**config.mk**
```make
export PLATFORM = sky130hd
export DESIGN_NAME = wb_port_arb
export DESIGN_NICKNAME = d
export VERILOG_FILES = /design/src/rtl/wb_port_arb.sv
export SDC_FILE = /design/constraint.sdc
export NUM_CORES = 1
export LEC_CHECK = 0
export ABC_AREA = 1
export CORE_ASPECT_RATIO = 0.7
export CORE_MARGIN = 2
export CORE_UTILIZATION = 40
export DETAILED_ROUTE_END_ITERATION = 12
export PLACE_DENSITY = 0.75
export SKIP_CTS_REPAIR_TIMING = 1
export SYNTH_ARGS = -nofsm -noshare
export SYNTH_HDL_FRONTEND = slang
export SYNTH_SLANG_ARGS = --single-unit
```
**constraint.sdc**
```tcl
create_clock -name clk_i -period 5.65 [get_ports clk_i]
set_clock_uncertainty 0.05 [all_clocks]
set_input_delay 0.565 -clock clk_i [delete_from_list [all_inputs] [get_ports clk_i]]
set_output_delay 0.565 -clock clk_i [all_outputs]
set_load 0.05 [all_outputs]
```
**src/rtl/wb_port_arb.sv**
```systemverilog
// wb_port_arb: arbitrates the single register-file write port between the
// in-order pipeline writeback and buffered out-of-order MDU results. MDU
// results are held in a small circular FIFO and drained into idle port
// cycles. A starvation counter forces a drain by stalling the pipeline.
module wb_port_arb #(
   parameter int FIFO_DEPTH = 2,
   parameter int STARVE_MAX = 8
) (
   input  logic        clk_i,
   input  logic        rst_i,
   input  logic        pipe_valid_i,
   input  logic        pipe_wen_i,
   input  logic [4:0]  pipe_rd_i,
   input  logic [31:0] pipe_wdata_i,
   output logic        pipe_stall_o,
   input  logic        mdu_valid_i,
   input  logic [4:0]  mdu_rd_i,
   input  logic [31:0] mdu_wdata_i,
   output logic        mdu_ready_o,
   output logic        rf_we_o,
   output logic [4:0]  rf_waddr_o,
   output logic [31:0] rf_wdata_o
);

   localparam int AW = (FIFO_DEPTH > 1) ? $clog2(FIFO_DEPTH) : 1;
   localparam int CW = AW + 1;
   localparam int SW = $clog2(STARVE_MAX + 1);

   typedef enum logic {PIPE_PRI, MDU_FORCE} state_e;

   typedef struct packed {
      logic [4:0]  rd;
      logic [31:0] data;
   } ent_t;

   state_e          state_q, state_d;
   logic [CW-1:0]   count_q, count_d;
   logic [AW-1:0]   wr_ptr_q, wr_ptr_d, rd_ptr_q, rd_ptr_d;
   logic [SW-1:0]   starve_q, starve_d;
   logic            rf_we_q, rf_we_d;
   logic [4:0]      rf_waddr_q, rf_waddr_d;
   logic [31:0]     rf_wdata_q, rf_wdata_d;
   ent_t            mem_q [FIFO_DEPTH];
   ent_t            head;
   logic            pipe_req, push, pop, grant_pipe;

   // Both handshake outputs come straight from registered state so no input
   // can reach them combinationally.
   assign pipe_stall_o = (state_q == MDU_FORCE);
   assign mdu_ready_o  = (count_q < CW'(FIFO_DEPTH));
   assign rf_we_o      = rf_we_q;
   assign rf_waddr_o   = rf_waddr_q;
   assign rf_wdata_o   = rf_wdata_q;
   assign head         = mem_q[rd_ptr_q];

   // Grant selection, FIFO bookkeeping, starvation tracking and next state.
   always_comb begin
      pipe_req   = pipe_valid_i & pipe_wen_i;
      push       = mdu_valid_i & mdu_ready_o;
      pop        = 1'b0;
      grant_pipe = 1'b0;
      state_d    = state_q;
      rf_we_d    = 1'b0;
      rf_waddr_d = rf_waddr_q;
      rf_wdata_d = rf_wdata_q;

      if (state_q == PIPE_PRI) begin
         if (pipe_req) grant_pipe = 1'b1;
         else          pop = (count_q != '0);
      end else begin
         // Forced drain: the held pipe request is left untouched.
         pop = (count_q != '0);
      end

      count_d  = count_q + CW'(push) - CW'(pop);
      wr_ptr_d = wr_ptr_q + AW'(push);
      rd_ptr_d = rd_ptr_q + AW'(pop);

      if (pop || count_q == '0 || state_q == MDU_FORCE)
         starve_d = '0;
      else if (starve_q != SW'(STARVE_MAX))
         starve_d = starve_q + SW'(1);
      else
         starve_d = starve_q;

      case (state_q)
         PIPE_PRI:
            if (count_d == CW'(FIFO_DEPTH) || starve_d == SW'(STARVE_MAX))
               state_d = MDU_FORCE;
         MDU_FORCE:
            if (count_d == '0) state_d = PIPE_PRI;
         default: state_d = PIPE_PRI;
      endcase

      // x0 writes occupy the port but never raise the enable.
      if (grant_pipe) begin
         rf_we_d    = (pipe_rd_i != 5'd0);
         rf_waddr_d = pipe_rd_i;
         rf_wdata_d = pipe_wdata_i;
      end else if (pop) begin
         rf_we_d    = (head.rd != 5'd0);
         rf_waddr_d = head.rd;
         rf_wdata_d = head.data;
      end
   end

   // Control state and registered write-port outputs.
   always_ff @(posedge clk_i or posedge rst_i) begin
      if (rst_i) begin
         state_q    <= PIPE_PRI;
         count_q    <= '0;
         wr_ptr_q   <= '0;
         rd_ptr_q   <= '0;
         starve_q   <= '0;
         rf_we_q    <= 1'b0;
         rf_waddr_q <= '0;
         rf_wdata_q <= '0;
      end else begin
         state_q    <= state_d;
         count_q    <= count_d;
         wr_ptr_q   <= wr_ptr_d;
         rd_ptr_q   <= rd_ptr_d;
         starve_q   <= starve_d;
         rf_we_q    <= rf_we_d;
         rf_waddr_q <= rf_waddr_d;
         rf_wdata_q <= rf_wdata_d;
      end
   end

   // FIFO storage; stale contents are harmless since count gates every read.
   always_ff @(posedge clk_i) begin
      if (push) mem_q[wr_ptr_q] <= '{rd: mdu_rd_i, data: mdu_wdata_i};
   end

endmodule

```
# == After elaboration in Yosys (flattened, before gate mapping) ==
# Memory sizes are Yosys's and may differ from the RTL's.
# Cells that the tools add are included.
# classes
addsub,5
mul,0
n_div,0
order_cmp,1
n_eq_ne,3
n_shift,0
n_mux,17
n_bitwise,3
reduce_logical,9
# op_table
op,n
two-way mux 32 bit,2
two-way mux 1 bit,10
two-way mux 5 bit,2
nonzero test 5 bit,2
two-way mux 4 bit,2
adder 4 x 1 -> 4 bit (second input constant),1
== test 4 bit (second input constant),1
zero test 2 bit,2
!= test 4 bit (second input constant),1
nonzero test 2 bit,2
logical OR 1 bit,3
adder 1 bit,2
adder 2 x 1 -> 2 bit,1
AND 1 bit,2
== test 2 bit (second input constant),1
< comparator 2 bit (second input constant),1
one-hot mux 1 bit (2 select lines),1
subtractor 2 x 1 -> 2 bit,1
inverter 1 bit,1
# word_totals
register_bits,47
latchBits,0
ramBits,74
rom_bits,0
inputBits,79
out_inout_bits,40
wordCells,47
mem_count,1
# mem_list
memory,words,width,read_ports,rd_ports_with_merged_regs,wr,line_no,text
mem_q,2,37,1,0,1,43,ent_t mem_q [FIFO_DEPTH];

# == Longest topological paths before layout ==
# logic_depth
word_depth,10
ltp_mapped,10

# == Worst setup path after synthesis ==
# OpenSTA, ideal clock, no wires.
# synth_timing
path_type,register to register
from,register count_q[1]
to,"memory mem_q[1][0] (netlist name), enable pin"
setup_ns,0.398
t_arrival_ns,1.780
setup_slack_ns,3.423
stages_incl_launch_ff,5
n_path_buf,0
cell_sequence,dfrtp_1 > inv_2 > nand2_1 > inv_1 > ha_1
# synth_between
elab_chain_len,4
# synth_rtl
element,line_no,text
"start, declared",37,"logic [CW-1:0] count_q, count_d;"
"start signal, assigned",120,count_q <= count_d;
< comparator 2 bit,50,assign mdu_ready_o = (count_q < CW'(FIFO_DEPTH));
named net mdu_ready_o,19,"output logic mdu_ready_o,"
AND 1 bit,59,push = mdu_valid_i & mdu_ready_o;
two-way mux 1 bit,132,"if (push) mem_q[wr_ptr_q] <= '{rd: mdu_rd_i, data: mdu_wdata_i};"
two-way mux 1 bit (implied by the code),132,
"end, declared",43,
# The timed path passes the listed nets, and every way through them passes these cells.

# == Final worst setup path ==
# layout_timing
from,register count_q[1]
to,output port mdu_ready_o
# layout_between
elab_chain_len,1
# layout_rtl
element,line_no
< comparator 2 bit,50
"end, declared",19
# No other way between the ends.

==> results by group <==
Power
  • Leakage: 2.61 nW
  • P per Cell Area: 580 nW/um2
  • IR drop worst, VDD: 0.276 mV

Routing
  • First-iteration detailed-routing DRC count: 165
  • Vias/cell: 4.80
  • TritonRoute pass-1 iters: 4
  • Routed WL per cell: 15.5 um
  • ANT nets after route: 0
  • Residual DRC count: 0
  • Via count: 3159
  • Routed Wire Length: 10.2 mm

GRT
  • Met2 Use GR: 0.262
  • Met3 Use GR: 0.0475
  • Total GRT Usage: 0.165
  • GRT overflow: 0
  • Grt met1 use: 0.217
  • GRT busiest layer: met2
  • Vias in the first global route: 3265
  • First-pass GRT wire length: 16.1 mm
  • Antenna violations before repair: 0
  • Largest net degree at the start of global routing: 48

Finish
  • Final Instance Count excl. Fillers: 658
  • Area growth syn-to-layout: 36.1%
  • Commonest non-fill, non-tap cells in the layout: 118 x clkdlybuf4s50_1, 105 x nand2_1, 74 x edfxtp_1, 46 x dfrtp_1, 32 x mux2i_1
  • Leading cell type in the layout, fill and taps excluded: clkdlybuf4s50_1
  • Ant. Diodes: 0
  • Share of cells above drive strength 1: 0.0958
  • Final net count: 573
  • Design area: 6660 um2
  • Final core occ: 0.564

Logic synthesis
  • Warnings, synthesis: 0
  • Synth cell types: 27
  • Simple-Gate Fraction of Synth Area: 0.112
  • Seq/Total Area, Yosys: 0.694
  • Syn avg cell area: 13.4 um2
  • Synth Area in Adders: 0.0128
  • Synth Net Count: 449
  • XOR/XNOR Fraction of Synth Area: 0.00358
  • Synth Instances: 365
  • Post-synthesis compound-gate area fraction: 0.0670
  • Main combinational cell family by area after synthesis: simple AND/OR/NAND/NOR gates
  • Post-synthesis register bit count: 121
  • Mux contribution to synthesized area: 0.0654
  • Synth Cell Area: 4890 um2

Timing
  • Relative slew slack: 0.298
  • Tmin final: 2280 ps
  • Actual slew at the worst max-slew pin: 1050 ps
  • Setup TNS: 0 ps
  • FMAX: 438 MHz
  • Endpoints failing hold: 0
  • Hold slack: 442 ps
  • RSZ-0062 raised after global routing: no
  • Final setup viols: 0
  • Max-slew violations: 0
  • Final period utilization: 0.404

CTS
  • Reg clk slew, reported paths: 50 ps
  • Cts bufs inserted: 17
  • Root buffer cell: clkbuf_16
  • Sink Count: 121
  • Clock Latency Late Sink: 400 ps
  • Longest Clk Path Bufs: 2
  • # H-tree levels: 4
  • CTS tree: built

Placed design
  • RePlAce Congestion: 0.782
  • Area after DPL: 6150 um2
  • Port Buffers: 118
  • Placed Cells: 627
  • HPWL Detailed: 6.76 mm

Critical path
  • Crit path launch type: register
  • Worst Path Class, Setup: reg -> out
  • Worst path required time: 5040 ps
  • Crit end category: output pin
  • FF-to-FF path depth: 9
  • Worst Path Max Fanout: 3
  • Crit path DAT: 1670 ps

Worst hold path
  • Hold Path Depth: 2
  • Worst Hold Class: reg -> reg

Floorplanning
  • Row cnt: 33
  • Num ports: 119
  • Core Region: 11800 um2
  • Chip height: 96.6 um
  • Initial Util: 0.414
  • Die width: 136 um
  • Total Die Area: 13200 um2

Run status
  • Status: finished, final reports clean

Job
  • Max_cap viols: 0
routing by layer:
layer / wire length (um) / vias to the layer above
met5: 0 / -
met4: 93 / 0
li1: - / 1536
met3: 577 / 9
met2: 4720 / 97
met1: 4800 / 1517
stage by stage:
step	setup WS, ps	power (mW)
detailed placement	3070	2.96
floorplan	3420	2.50
global route	3310	4.06
finish	3370	3.86
CTS	3340	3.90
global placement	3140	2.92
where the power goes:
part           total [mW]  internal (mW)  switching (mW)
registers            1.41           1.23           0.176
logic                1.52          0.539           0.982
clock network       0.930          0.593           0.337
total                3.86           2.37            1.49
kinds of logic (layout without fill, tap and decap cells):
kind of cell / after synthesis / count (layout)
AOI/OAI and AO/OA: 37 / 37
xor gates and xnor gates: 2 / 2
adders and majority gates: 5 / 5
buffers and inverters: 36 / 172
DFF: 121 / 121
muxes: 32 / 32
and+or+nand+nor: 132 / 132
path summary, 6_finish.rpt:
kind | start | end | slack [ps]
max | count_q[1] | mdu_ready_o | 3370
min | rf_wdata_o[1] | rf_wdata_o[1] | 440
max reg2reg | count_q[1] | pipe_stall_o | 3690
min reg2reg | rf_wdata_o[1] | rf_wdata_o[1] | 440
max in group asynchronous | rst_i | rd_ptr_q | 4140
min in group asynchronous | rst_i | rf_wdata_o[20] | 700
critical path: stages (launching register included):
cell             delay (ps)
dfrtp_1                 410
inv_2                    80
clkdlybuf4s50_1         790
sequential cells by signal (all words and copies together) (netlist names):
name / cells
rf_waddr_o: 5
wr_ptr_q: 1
rf_wdata_o: 32
rd_ptr_q: 1
count_q: 2
rf_we_o: 1
starve_q: 4
mem_q: 74
pipe_stall_o: 1
Yosys cell counts:
library cell | n | share of area
inv_4 | 3 | 0.0038
or2_2 | 1 | 0.0013
nand2_1 | 105 | 0.081
nor2_1 | 7 | 0.0054
buf_4 | 1 | 0.0015
nand3_4 | 1 | 0.0036
a21oi_1 | 1 | 0.0010
edfxtp_1 | 74 | 0.45
xor2_1 | 2 | 0.0036
nor4_1 | 1 | 0.0013
buf_2 | 3 | 0.0031
inv_2 | 4 | 0.0031
or2_1 | 1 | 0.0013
nand2_2 | 1 | 0.0013
a211oi_2 | 1 | 0.0026
nand2_4 | 1 | 0.0023
inv_1 | 16 | 0.012
o211ai_1 | 24 | 0.037
ha_1 | 5 | 0.013
o21ai_1 | 1 | 0.0010
nand3_1 | 9 | 0.0092
buf_6 | 9 | 0.021
o211ai_2 | 10 | 0.026
nand4_1 | 3 | 0.0038
mux2i_1 | 32 | 0.065
dfrtp_1 | 47 | 0.24
nor2_2 | 2 | 0.0026
area by class of cell:
| cell class | instances | area [um2] |
|---|---|---|
| fill | 939 | 5150 |
| sequential | 121 | 3400 |
| multi-input combinational | 208 | 1280 |
| timing repair buffer | 118 | 1180 |
| clock buffer | 24 | 452 |
| tap | 157 | 196 |
| inverter | 23 | 93.8 |
| clock inverter | 7 | 55.1 |
No activity file was read; power rests on OpenSTA's default activity.
